<file path="config.mk">
export PLATFORM = sky130hd
export DESIGN_NAME = lfsr_seq_ctrl
export DESIGN_NICKNAME = d
export VERILOG_FILES = /design/src/rtl/lfsr_seq_ctrl.sv
export SDC_FILE = /design/constraint.sdc
export NUM_CORES = 1
export LEC_CHECK = 0
export BUFFER_PORTS_ARGS = -buffer_cell sky130_fd_sc_hd__buf_2
export CORE_MARGIN = 10
export CORE_UTILIZATION = 62
export CTS_BUF_LIST = sky130_fd_sc_hd__clkbuf_2
export CTS_CLUSTER_SIZE = 30
export DETAILED_ROUTE_END_ITERATION = 10
export MAX_ROUTING_LAYER = met4
export PLACE_DENSITY = 0.87
export SYNTH_ARGS = -nofsm -noshare
export SYNTH_HDL_FRONTEND = slang
export SYNTH_SLANG_ARGS = --single-unit
</file>
<file path="constraint.sdc">
create_clock -name clk -period 5.56 [get_ports clk]
set_input_delay 0.834 -clock clk [delete_from_list [all_inputs] [get_ports clk]]
set_output_delay 0.834 -clock clk [all_outputs]
set_load 0.02 [all_outputs]
</file>
<file path="src/rtl/lfsr_seq_ctrl.sv">
`timescale 1ns/1ps
// ============================================================================
// lfsr_seq_ctrl
// ----------------------------------------------------------------------------
// Sequencer for an 8-bit LFSR block. On a start request it:
//   1. pulses the LFSR scramble strobe for a programmable number of cycles,
//   2. pulses the LFSR serial-shift strobe for WIDTH cycles,
//   3. captures the LFSR serial stream (one cycle behind the shift strobe),
//      LSB first, into a parallel word,
//   4. presents the word on a valid/ready handshake.
//
// Parameters
//   WIDTH  bits captured per word (matches the LFSR register width)
//   CNT_W  width of shift_cnt and the internal scramble counter
//
// Ports
//   clk              in   clock, all logic on the rising edge
//   rst              in   asynchronous active-low reset
//   start            in   request one word (only looked at in IDLE)
//   shift_cnt        in   scramble cycles before serialising (latched on start)
//   abort            in   synchronous return to IDLE
//   lfsr_out         in   serial bit from the LFSR
//   lfsr_valid       in   LFSR serial-valid flag
//   lfsr_enable      out  LFSR scramble strobe
//   lfsr_out_enable  out  LFSR serial-shift strobe
//   busy             out  controller is not idle
//   data_out         out  assembled word
//   data_valid       out  word available
//   data_ready       in   consumer accepts the word
//   err              out  sticky: a bit was captured while lfsr_valid was low
//   word_cnt         out  completed-handshake counter (optional, see below)
//
// Build option
//   LFSR_CTRL_WORDCNT_EN  when defined, adds the 16-bit word_cnt output that
//                         counts delivered words and wraps at 16'hFFFF.
// ============================================================================
module lfsr_seq_ctrl #(
    parameter int WIDTH = 8,
    parameter int CNT_W = 8
) (
    input  logic             clk,
    input  logic             rst,
    input  logic             start,
    input  logic [CNT_W-1:0] shift_cnt,
    input  logic             abort,
    input  logic             lfsr_out,
    input  logic             lfsr_valid,
    output logic             lfsr_enable,
    output logic             lfsr_out_enable,
    output logic             busy,
    output logic [WIDTH-1:0] data_out,
    output logic             data_valid,
    input  logic             data_ready,
`ifdef LFSR_CTRL_WORDCNT_EN
    output logic [15:0]      word_cnt,
`endif
    output logic             err
);

    localparam int IDX_W = (WIDTH > 1) ? $clog2(WIDTH) : 1;

    localparam logic [2:0] S_IDLE   = 3'd0;
    localparam logic [2:0] S_SHIFT  = 3'd1;
    localparam logic [2:0] S_SERIAL = 3'd2;
    localparam logic [2:0] S_DRAIN  = 3'd3;
    localparam logic [2:0] S_HOLD   = 3'd4;

    logic [2:0]       r_state;
    logic [CNT_W-1:0] r_cnt;
    logic [IDX_W-1:0] r_serIdx;

    logic [2:0]       w_nextState;
    logic [CNT_W-1:0] w_nextCnt;
    logic [IDX_W-1:0] w_nextSerIdx;
    logic             w_startAcc;
    logic             w_capture;
    logic [IDX_W-1:0] w_capIdx;
    logic             w_handshake;

    // Next-state logic. Abort overrides everything, so no capture, start
    // acceptance or handshake can happen in an aborted cycle.
    // r_cnt holds the remaining scramble cycles including the current one;
    // SHIFT is left when it reaches 1, so the full CNT_W range is usable.
    // r_serIdx counts serial-strobe cycles; the bit produced by strobe n
    // arrives one cycle later, so SERIAL cycle n captures bit n-1 and DRAIN
    // captures the final bit.
    always_comb begin
        w_nextState  = r_state;
        w_nextCnt    = r_cnt;
        w_nextSerIdx = r_serIdx;
        w_startAcc   = 1'b0;
        w_capture    = 1'b0;
        w_capIdx     = '0;
        w_handshake  = 1'b0;
        if (abort) begin
            w_nextState = S_IDLE;
        end else begin
            case (r_state)
                S_IDLE: begin
                    if (start) begin
                        w_startAcc   = 1'b1;
                        w_nextCnt    = shift_cnt;
                        w_nextSerIdx = '0;
                        w_nextState  = (shift_cnt != '0) ? S_SHIFT : S_SERIAL;
                    end
                end
                S_SHIFT: begin
                    if (r_cnt == CNT_W'(1)) begin
                        w_nextCnt   = '0;
                        w_nextState = S_SERIAL;
                    end else begin
                        w_nextCnt = r_cnt - CNT_W'(1);
                    end
                end
                S_SERIAL: begin
                    if (r_serIdx != '0) begin
                        w_capture = 1'b1;
                        w_capIdx  = r_serIdx - IDX_W'(1);
                    end
                    if (r_serIdx == IDX_W'(WIDTH - 1)) begin
                        w_nextSerIdx = '0;
                        w_nextState  = S_DRAIN;
                    end else begin
                        w_nextSerIdx = r_serIdx + IDX_W'(1);
                    end
                end
                S_DRAIN: begin
                    w_capture   = 1'b1;
                    w_capIdx    = IDX_W'(WIDTH - 1);
                    w_nextState = S_HOLD;
                end
                S_HOLD: begin
                    if (data_ready) begin
                        w_handshake = 1'b1;
                        w_nextState = S_IDLE;
                    end
                end
                default: begin
                    w_nextState = S_IDLE;
                end
            endcase
        end
    end

    // State, counters and the registered strobes/status. Outputs are decoded
    // from the next state so they line up with the state they belong to
    // without any combinational path to the ports.
    always_ff @(posedge clk or negedge rst) begin
        if (!rst) begin
            r_state         <= S_IDLE;
            r_cnt           <= '0;
            r_serIdx        <= '0;
            lfsr_enable     <= 1'b0;
            lfsr_out_enable <= 1'b0;
            busy            <= 1'b0;
            data_valid      <= 1'b0;
        end else begin
            r_state         <= w_nextState;
            r_cnt           <= w_nextCnt;
            r_serIdx        <= w_nextSerIdx;
            lfsr_enable     <= (w_nextState == S_SHIFT);
            lfsr_out_enable <= (w_nextState == S_SERIAL);
            busy            <= (w_nextState != S_IDLE);
            data_valid      <= (w_nextState == S_HOLD);
        end
    end

    // Bit-wise word assembly and the sticky error flag. An invalid bit is
    // stored as 0 so a flagged word never carries stale LFSR data. data_out
    // is otherwise untouched, which keeps a partial word after an abort.
    always_ff @(posedge clk or negedge rst) begin
        if (!rst) begin
            data_out <= '0;
            err      <= 1'b0;
        end else begin
            if (w_capture) begin
                data_out[w_capIdx] <= lfsr_valid & lfsr_out;
            end
            if (w_startAcc) begin
                err <= 1'b0;
            end else if (w_capture && !lfsr_valid) begin
                err <= 1'b1;
            end
        end
    end

`ifdef LFSR_CTRL_WORDCNT_EN
    // Delivered-word counter; wraps naturally at 16 bits.
    always_ff @(posedge clk or negedge rst) begin
        if (!rst) begin
            word_cnt <= 16'd0;
        end else if (w_handshake) begin
            word_cnt <= word_cnt + 16'd1;
        end
    end
`else
    // Handshake decode only feeds the optional word counter.
    logic w_unusedHandshake;
    assign w_unusedHandshake = w_handshake;
`endif

endmodule

</file>
==> results.toml, run 1 <==
[final_layout]
antenna_cells = 0
final_cell_mix = "dfrtp_1 (27), buf_2 (27), nor2_1 (16), o21ai_0 (14), nor3_1 (11)"
area_growth_pct = 10.3
drive_above_1_share = 0.228
nNetsFinal = 212

[routing]
wl_um = 3530
antenna_left = 0
wl_per_cell_um = 16.1
drt-initial-drc-count = 113
drc = 0
dr.pass1.iters = 4
via_per_inst = 6.24
vias = 1366

[clocking]
clock_latency_ns = 0.37
hold_buffers = 0
cts_buffers = 3
cts_buffer_depth = 2
cts_resized = 0
clock-sinks = 27
clkTransAtPathRegs_ns = 0.26
root_buffer = "clkbuf_2"
cts_tree = "yes"
h-tree-depth = 1
postCtsSetupRepairBufs = 0

[placement]
dp_hpwl_um = 2750
place_congestion = 0.850
portBuffers = 27

[power]
p_clk_frac = 0.194
seqPwrFrac = 0.591
intPower_mw = 0.263
p_per_area_mw_per_mm2 = 229
pwr-share-comb = 0.215
power_mw = 0.392
ir_drop_mv = 0.233
sw_frac_of_total = 0.330
power_switching_mw = 0.129
leakage_nw = 0.830

[synth]
postSynthAreaPerCell_sq_um = 9.37
ys_types = 41
syn_inst = 166
ys_ff_latch = 27
yosys-top-cells-area = "dfrtp_1 (43%), mux2_2 (6.5%), ha_1 (5.6%)"
synth_nets = 188
ys_seq_area_frac = 0.434
synth_top_area_cell = "dfrtp_1"
synth_area_sq_mm = 0.00156
yosysWarnings = 0
synth.top_cell.area_share = 0.434

[sta]
post-route-period-util = 0.405
finalSetupTns_ns = 0
worst_slew_pin_slew_ns = 0.817
fmax_mhz = 444
finalCriticalPeriod_ns = 2.25
drv_slew = 0
rsz0062_at_grt = "false"
slew_headroom = 0.450
finClkSkew_ns = 0.0152
setup_viol = 0
hold_viol = 0

[critical_path]
critPathCaptureType = "flip-flop"
critPathKind = "flip-flop to flip-flop"
critPathMaxStageDelay_ns = 0.53
worstPathArrival_ns = 2.55
cp_slowest_cell = "or4b_1"
critPathBufInv = 1
cp_max_fo = 7
cp_common_cell = "mux2_2"
crit_required_ns = 5.86
path_cells = "inv_1, ha_1, mux2_2, or4b_1, nor2_1, mux2_2"
crit_family = "multiplexers"
cp-start-kind = "flip-flop"

[grt]
grt_pass1_wl_um = 6210
grt_pass1_vias = 1411
grt.overflow.total = 0
grt_max_degree = 28
antenna_found_initial = 0
grt_use_total = 0.150

[run]
max-cap-violations = 0

[min_path]
hold_class = "input port to asynchronous set/reset pin"

[die]
pin_count = 28
core_region_area_sq_mm = 0.00243
start_util = 0.639
die-area_sq_mm = 0.00491
num_rows = 18
die_h_um = 70.1
fp.dieW_um = 70.1

[outcome]
status = "completed"
## per-stage QoR
step | setup WS, ns | util | cells | hold WS, ns | area (sq um)
finish | 3.31 | 0.705 | 219 | 0.414 | 1720
detailed placement | 3.24 | 0.696 | 215 | 0.491 | 1690
floorplan | 3.43 | - | 166 | 0.475 | 1560
global placement | 3.35 | 0.696 | 215 | 0.485 | 1690
global route | 3.18 | 0.705 | 219 | 0.430 | 1720
CTS | 3.30 | 0.705 | 219 | 0.427 | 1720
## worst reg2reg max path, delay by kind of cell, from the launching register on
family                   cells  cell delay (ns)
adder cells (fa/ha/maj)      1             0.19
buffers and inverters        1             0.11
multiplexers                 2             0.71
flip-flops                   1             0.52
AND/OR/NAND/NOR              2             0.66
## cell families (layout without fill, tap and decap cells)
| family | Yosys count | count (layout) | synth area share |
|---|---|---|---|
| adders and majority gates | 7 | 7 | 0.0563 |
| DFF | 27 | 27 | 0.434 |
| muxes | 9 | 9 | 0.0652 |
| and+or+nand+nor | 65 | 65 | 0.228 |
| AOI/OAI and AO/OA | 42 | 42 | 0.174 |
| buffers and inverters | 16 | 39 | 0.0418 |
## registers in the layout, indices dropped and copies added, names as in the netlist
| name | count |
|---|---|
| lfsr_out_enable | 1 |
| r_cnt | 8 |
| err | 1 |
| r_state | 3 |
| data_valid | 1 |
| lfsr_enable | 1 |
| r_serIdx | 3 |
| busy | 1 |
| data_out | 8 |
## synth_stat cells
cell	n
a32oi_1	2
nor3_1	11
and2b_1	1
buf_1	1
or3b_1	1
o21ai_0	14
nand2b_1	3
and2_1	1
a31oi_1	3
nand3b_1	1
clkbuf_1	3
nand2_1	8
or4b_2	1
a21oi_1	8
nand4_1	1
nand4b_1	1
or3_1	1
or2_2	1
o31ai_1	1
nand3_1	3
and3_1	1
buf_2	4
o41ai_2	1
dfrtp_1	27
a211oi_1	2
a22o_1	2
or4b_1	1
nor4_1	4
nor4b_1	2
o21a_1	1
a21o_1	3
nor2_1	16
nor2b_1	2
or4_1	2
o21ai_1	1
ha_1	7
a22oi_1	2
mux2_2	9
inv_1	8
o2bb2ai_1	2
nor3b_1	3
## layout make-up
type	count	area, sq um
fillers	187	717
clock buffers	3	15.0
well taps	30	37.5
flip-flops and latches	27	676
clock inverters	1	7.51
multi-input cells	123	815
inverters	8	30.0
repair buffers	27	135
## power groups by stage
| stage | logic [mW] | registers, mW | clock network [mW] |
|---|---|---|---|
| floorplan | 0.0596 | 0.231 | 0 |
| global placement | 0.0791 | 0.233 | 0 |
| detailed placement | 0.0841 | 0.235 | 0 |
| CTS | 0.0844 | 0.231 | 0.0791 |
| global route | 0.0950 | 0.236 | 0.0859 |
| finish | 0.0841 | 0.232 | 0.0762 |
## per-layer routing
layer / up-vias / part of all wire / track usage
met5: - / 0 / -
li1: 654 / - / -
met1: 669 / 0.41 / 0.157
met4: 0 / 0.019 / 0.0504
met2: 33 / 0.52 / 0.273
met3: 10 / 0.043 / 0.0297
## worst paths after layout
check	from	endpoint	slack (ns)	cells past startpoint
max	r_serIdx[0]$_DFFE_PN0P_	data_out[5]$_DFFE_PN0P_	3.31	6
min reg2reg	data_out[0]$_DFFE_PN0P_	data_out[0]$_DFFE_PN0P_	0.53	1
max in group asynchronous	rst	err$_DFFE_PN0P_	4.74	1
max reg2reg	r_serIdx[0]$_DFFE_PN0P_	data_out[5]$_DFFE_PN0P_	3.31	6
min	rst	data_out[7]$_DFFE_PN0P_	0.41	1
min in group clk	data_out[0]$_DFFE_PN0P_	data_out[0]$_DFFE_PN0P_	0.53	1
Note: power is estimated with default switching activity, not from simulation.
==> run 2, diff against run 1 <==
--- a/config.mk
+++ b/config.mk
@@ -7,12 +7,12 @@
 export LEC_CHECK = 0
 export BUFFER_PORTS_ARGS = -buffer_cell sky130_fd_sc_hd__buf_2
 export CORE_MARGIN = 10
-export CORE_UTILIZATION = 62
+export CORE_UTILIZATION = 52
 export CTS_BUF_LIST = sky130_fd_sc_hd__clkbuf_2
 export CTS_CLUSTER_SIZE = 30
 export DETAILED_ROUTE_END_ITERATION = 10
 export MAX_ROUTING_LAYER = met4
-export PLACE_DENSITY = 0.87
+export PLACE_DENSITY = 0.78
 export SYNTH_ARGS = -nofsm -noshare
 export SYNTH_HDL_FRONTEND = slang
 export SYNTH_SLANG_ARGS = --single-unit
==> constraint.sdc (replaced) <==
create_clock -name clk -period 1.8 [get_ports clk]
set_input_delay 0.27 -clock clk [delete_from_list [all_inputs] [get_ports clk]]
set_output_delay 0.27 -clock clk [all_outputs]
set_load 0.02 [all_outputs]
==> results.toml, run 2 (same netlist as run 1, synthesis figures left out) <==
[grt]
use_met2 = 0.261
antenna_found_initial = 0
grt_use_total = 0.165
use_met3 = 0.0315
met1_usage = 0.197
grt_pass1_vias = 1535
top_usage_layer = "met2"
grt_pass1_wl_um = 6990
grt.overflow.total = 0
grt_max_degree = 28

[critical_path]
cp_slowest_cell = "or4b_4"
critPathMaxStageDelay_ns = 0.54
critPathBufInv = 1
crit_required_ns = 2.09
crit_family = "simple AND/OR/NAND/NOR gates"
path_cells = "inv_2, ha_4, mux2_4, or4b_4, nor2_4, mux2_4"
critPathCaptureType = "flip-flop"
worstPathArrival_ns = 2.36
critPathKind = "flip-flop to flip-flop"
cp_common_cell = "mux2_4"
cp_max_fo = 3
cp-start-kind = "flip-flop"

[clocking]
clock-sinks = 27
clkTransAtPathRegs_ns = 0.26
cts_buffers = 3
clock_latency_ns = 0.36
cts_tree = "yes"
h-tree-depth = 1
root_buffer = "clkbuf_2"
cts_buffer_depth = 2

[final_layout]
area_growth_pct = 35.6
multi_input_area_sq_mm = 0.00102
largest_registers = "data_out (8), r_cnt (8)"
final_cell_mix = "buf_2 (27), dfrtp_1 (26), buf_4 (19), nor2_1 (14), o21ai_0 (12)"
fin_area_sq_mm = 0.00211
register_area_sq_um = 677
n_fill_cell = 203
antenna_cells = 0
drive_above_1_share = 0.434
nNetsFinal = 235
mostFrequentLayoutCell = "buf_2"

[outcome]
violations = "setup timing"
status = "finished, violations left"

[power]
seqPwrFrac = 0.546
p_per_area_mw_per_mm2 = 625
power_switching_mw = 0.452
power_mw = 1.32
pwr-share-comb = 0.276
p_clk_frac = 0.178
ir_drop_mv = 0.509
intPower_mw = 0.865
sw_frac_of_total = 0.343
leakage_nw = 0.988

[sta]
finalCriticalPeriod_ns = 2.07
worst_slew_pin_slew_ns = 0.757
finClkSkew_ns = 0.00540
drv_slew = 0
rsz0062_at_grt = "true"
fmax_mhz = 483
hold_viol = 0
setup_viol = 9
post-route-period-util = 1.15
slew_headroom = 0.488
setup_slack_ns = -0.269

[die]
core_region_area_sq_mm = 0.00281
die-area_sq_mm = 0.00558
fp.dieW_um = 74.7
pin_count = 28
die_h_um = 74.7
start_util = 0.554
num_rows = 19

[run]
max-cap-violations = 0

[routing]
wl_per_cell_um = 19.2
dr.pass1.iters = 5
antenna_left = 0
wl_um = 4680
drt-initial-drc-count = 143
vias = 1530
drc = 0
via_per_inst = 6.30

[min_path]
hold_class = "input port to flip-flop"

[placement]
portBuffers = 27
place_congestion = 0.923
dp_hpwl_um = 3100
place_area_sq_mm = 0.00182
==> run 2: cell count changes in the layout (fill, tap and decap cells not counted), moves of 3 or more <==
cell    before  now
buf_4        0   19
nor3_1      11    4
nor3_2       0    7
mux2_2       9    4
mux2_4       0    5
buf_6        0    3
inv_1        8    5
inv_2        0    3
==> run 2: power groups by stage <==
stage               combinational (mW)  clock, mW  sequential (mW)
global placement                 0.281          0            0.719
CTS                              0.308      0.237            0.712
global route                     0.396      0.256            0.726
detailed placement               0.296          0            0.723
floorplan                        0.184          0            0.713
finish                           0.364      0.234            0.720
==> run 2: routing by layer <==
metal / routed length (um) / share of wire
met3: 279 / 0.060
met2: 2330 / 0.50
met1: 2010 / 0.43
met5: 0 / 0
met4: 55 / 0.012
==> run 2: worst reg2reg max path, stage by stage, from the launching register on <==
cell and delay, ns:
dfrtp_1 0.48, inv_2 0.09, ha_4 0.16, mux2_4 0.31
or4b_4 0.54, nor2_4 0.12, mux2_4 0.30
==> run 2: final cells by class <==
type,count,share of cell area
inverter,8,0.0142
sequential,27,0.321
timing repair buffer,50,0.153
clock buffer,3,0.00712
clock inverter,1,0.00237
tap,31,0.0184
multi-input combinational,123,0.484
==> run 2: worst paths after layout <==
kind | start | end | slack, ns | cells after the start
setup / recovery | r_serIdx[1]$_DFFE_PN0P_ | data_out[4]$_DFFE_PN0P_ | -0.27 | 6
hold / removal | start | err$_DFFE_PN0P_ | 0.17 | 2
hold reg to reg | data_out[2]$_DFFE_PN0P_ | data_out[2]$_DFFE_PN0P_ | 0.55 | 1
max in group asynchronous | rst | r_state[0]$_DFF_PN0_ | 0.97 | 2
min in group asynchronous | rst | data_valid$_DFF_PN0_ | 0.41 | 2
setup reg to reg | r_serIdx[1]$_DFFE_PN0P_ | data_out[4]$_DFFE_PN0P_ | -0.27 | 6
==> run 2: what timing repair did <==
item / CTS / global route
buffers inserted: 2 / 4
gates resized for setup: 19 / 26
endpoints found under the setup margin: 10 / 20
pin swaps: 5 / 6
hold endpoints to repair: 27 / 0
hold buffers: 1 / 0
==> run 2: stage by stage <==
step                hold WS [ns]  std cells   util  setup TNS, ns  setup WS, ns
global placement           0.302        232  0.650         -0.771        -0.238
global route               0.141        243  0.752          -2.17        -0.294
detailed placement         0.312        232  0.650          -1.17        -0.318
CTS                        0.140        239  0.695          -1.29        -0.218
finish                     0.170        243  0.752          -1.67        -0.269
floorplan                -0.0256        166      -         -0.449        -0.232
==> run 3, diff against run 2 <==
--- a/config.mk
+++ b/config.mk
@@ -5,7 +5,7 @@
 export SDC_FILE = /design/constraint.sdc
 export NUM_CORES = 1
 export LEC_CHECK = 0
-export BUFFER_PORTS_ARGS = -buffer_cell sky130_fd_sc_hd__buf_2
+export BUFFER_PORTS_ARGS = -buffer_cell sky130_fd_sc_hd__buf_4
 export CORE_MARGIN = 10
 export CORE_UTILIZATION = 52
 export CTS_BUF_LIST = sky130_fd_sc_hd__clkbuf_2
==> results.toml, run 3 (same netlist as run 1, synthesis figures left out) <==
[placement]
pre_cts_ws_ns = -0.300
dp_hpwl_um = 3070
place_congestion = 0.832
place_area_sq_mm = 0.00191
portBuffers = 27

[final_layout]
finalCoreUtilization = 0.777
drive_above_1_share = 0.433
mostFrequentLayoutCell = "buf_4"
final_cell_mix = "buf_4 (49), dfrtp_1 (25), nor2_1 (13), o21ai_0 (12), nand2_1 (8)"
antenna_cells = 0
fin_area_sq_mm = 0.00218
area_growth_pct = 40.1
largest_registers = "data_out (8), r_cnt (8)"
nNetsFinal = 240

[critical_path]
path_cells = "inv_2, ha_4, mux2_4, or4b_4, nor2_4, mux2_4"
r2r-start = "r_serIdx[0]$_DFFE_PN0P_"
crit_path_end = "data_out[5]$_DFFE_PN0P_"
r2r_cells = 6
cp-start-kind = "flip-flop"
r2r_setup_slack_ns = -0.25
cp_slowest_cell = "or4b_4"
cp_max_fo = 3
worstPathArrival_ns = 2.34
critPathKind = "flip-flop to flip-flop"
r2r_end = "data_out[5]$_DFFE_PN0P_"
critPathCaptureType = "flip-flop"
startpoint = "r_serIdx[0]$_DFFE_PN0P_"
crit_required_ns = 2.09
critPathMaxStageDelay_ns = 0.56
cp_common_cell = "mux2_4"

[sta]
setup_viol = 9
post-route-period-util = 1.14
worst_slew_pin_slew_ns = 0.650
finClkSkew_ns = 0.00380
finalCriticalPeriod_ns = 2.05
rsz0062_at_grt = "true"
fmax_mhz = 487
whs_ns = 0.104
hold_viol = 0
drv_slew = 0
setup_slack_ns = -0.252
finalSetupTns_ns = -1.64
slew_headroom = 0.562

[grt]
grt_pass1_vias = 1482
grt.overflow.total = 0
grt_pass1_wl_um = 6760
grt_use_total = 0.157
grt_max_degree = 28
antenna_found_initial = 0

[routing]
drt-initial-drc-count = 187
wl_per_cell_um = 18.3
vias = 1528
via_per_inst = 6.16
wl_um = 4530
dr.pass1.iters = 6
antenna_left = 0
drc = 0

[power]
leakage_nw = 1.02
p_per_area_mw_per_mm2 = 593
ir_drop_mv = 0.429

[min_path]
hold_class = "input port to flip-flop"

[outcome]
violations = "setup timing"
status = "finished, violations left"

[die]
pin_count = 28
num_rows = 19
core_region_area_sq_mm = 0.00281
die_h_um = 74.7
die-area_sq_mm = 0.00558
fp.dieW_um = 74.7
start_util = 0.554

[clocking]
cts_buffer_depth = 2
clock-sinks = 27
h-tree-depth = 1
clock_latency_ns = 0.36
cts_tree = "yes"
cts_buffers = 3
root_buffer = "clkbuf_2"
clkTransAtPathRegs_ns = 0.25

[run]
max-cap-violations = 0
## run 3: changes by cell type in the layout (fill, tap and decap cells not counted), moves of 2 or more
cell,previous run,this run
nor3_1,4,7
mux2_4,5,7
nand3_4,2,0
mux2_2,4,2
nor3b_2,0,2
buf_2,27,0
buf_4,19,49
nor3_2,7,3
nand3_1,1,3
nor3b_1,3,1
buf_6,3,5
## run 3: stage by stage
step / std cells / power (mW)
finish: 248 / 1.29
CTS: 244 / 1.27
detailed placement: 234 / 1.03
global route: 248 / 1.36
floorplan: 166 / 0.897
global placement: 234 / 1.01
## run 3: power breakdown
group	switching, mW	leakage [nW]	internal (mW)
Combinational	0.183	0.650	0.153
Clock	0.180	0.0166	0.0586
Sequential	0.0613	0.356	0.656
## run 3: timing repair
item / 4_1_cts / 5_1_grt
setup endpoints to repair: 10 / 18
hold endpoints to repair: 27 / 0
pin swaps: 4 / 13
gates resized for setup: 24 / 19
buffers inserted: 5 / 4
hold buffers: 1 / 0
## run 3: worst max-delay path, delay by kind of cell (launching register included)
family | cells | cell delay, ns
adders and majority gates | 1 | 0.14
DFF | 1 | 0.47
buffers and inverters | 1 | 0.09
and+or+nand+nor | 2 | 0.67
muxes | 2 | 0.61
## run 3: worst min path at each step
stage / start / to / slack [ns] / cells past startpoint
floorplan: rst / busy$_DFF_PN0_ / -0.03 / 0
detailed placement: rst / r_cnt[5]$_DFFE_PN0P_ / 0.20 / 1
finish: abort / r_state[2]$_DFF_PN0_ / 0.10 / 2
global placement: rst / r_cnt[5]$_DFFE_PN0P_ / 0.20 / 1
global route: abort / r_state[2]$_DFF_PN0_ / 0.07 / 2
CTS: abort / r_state[2]$_DFF_PN0_ / 0.10 / 2
## run 3: metal layers
| layer | routed length [um] | part of all wire | track usage |
|---|---|---|---|
| met1 | 2040 | 0.45 | 0.201 |
| met2 | 2120 | 0.47 | 0.247 |
| met3 | 305 | 0.067 | 0.0302 |
| met4 | 72 | 0.016 | 0.0483 |
| met5 | 0 | 0 | - |
## run 3: final cells by class
type	count	area, sq um
Multi-Input combinational cell	123	978
Tap cell	31	38.8
Timing Repair Buffer	55	434
Sequential cell	27	678
Clock buffer	4	20.0
Fill cell	192	626
Inverter	8	30.0
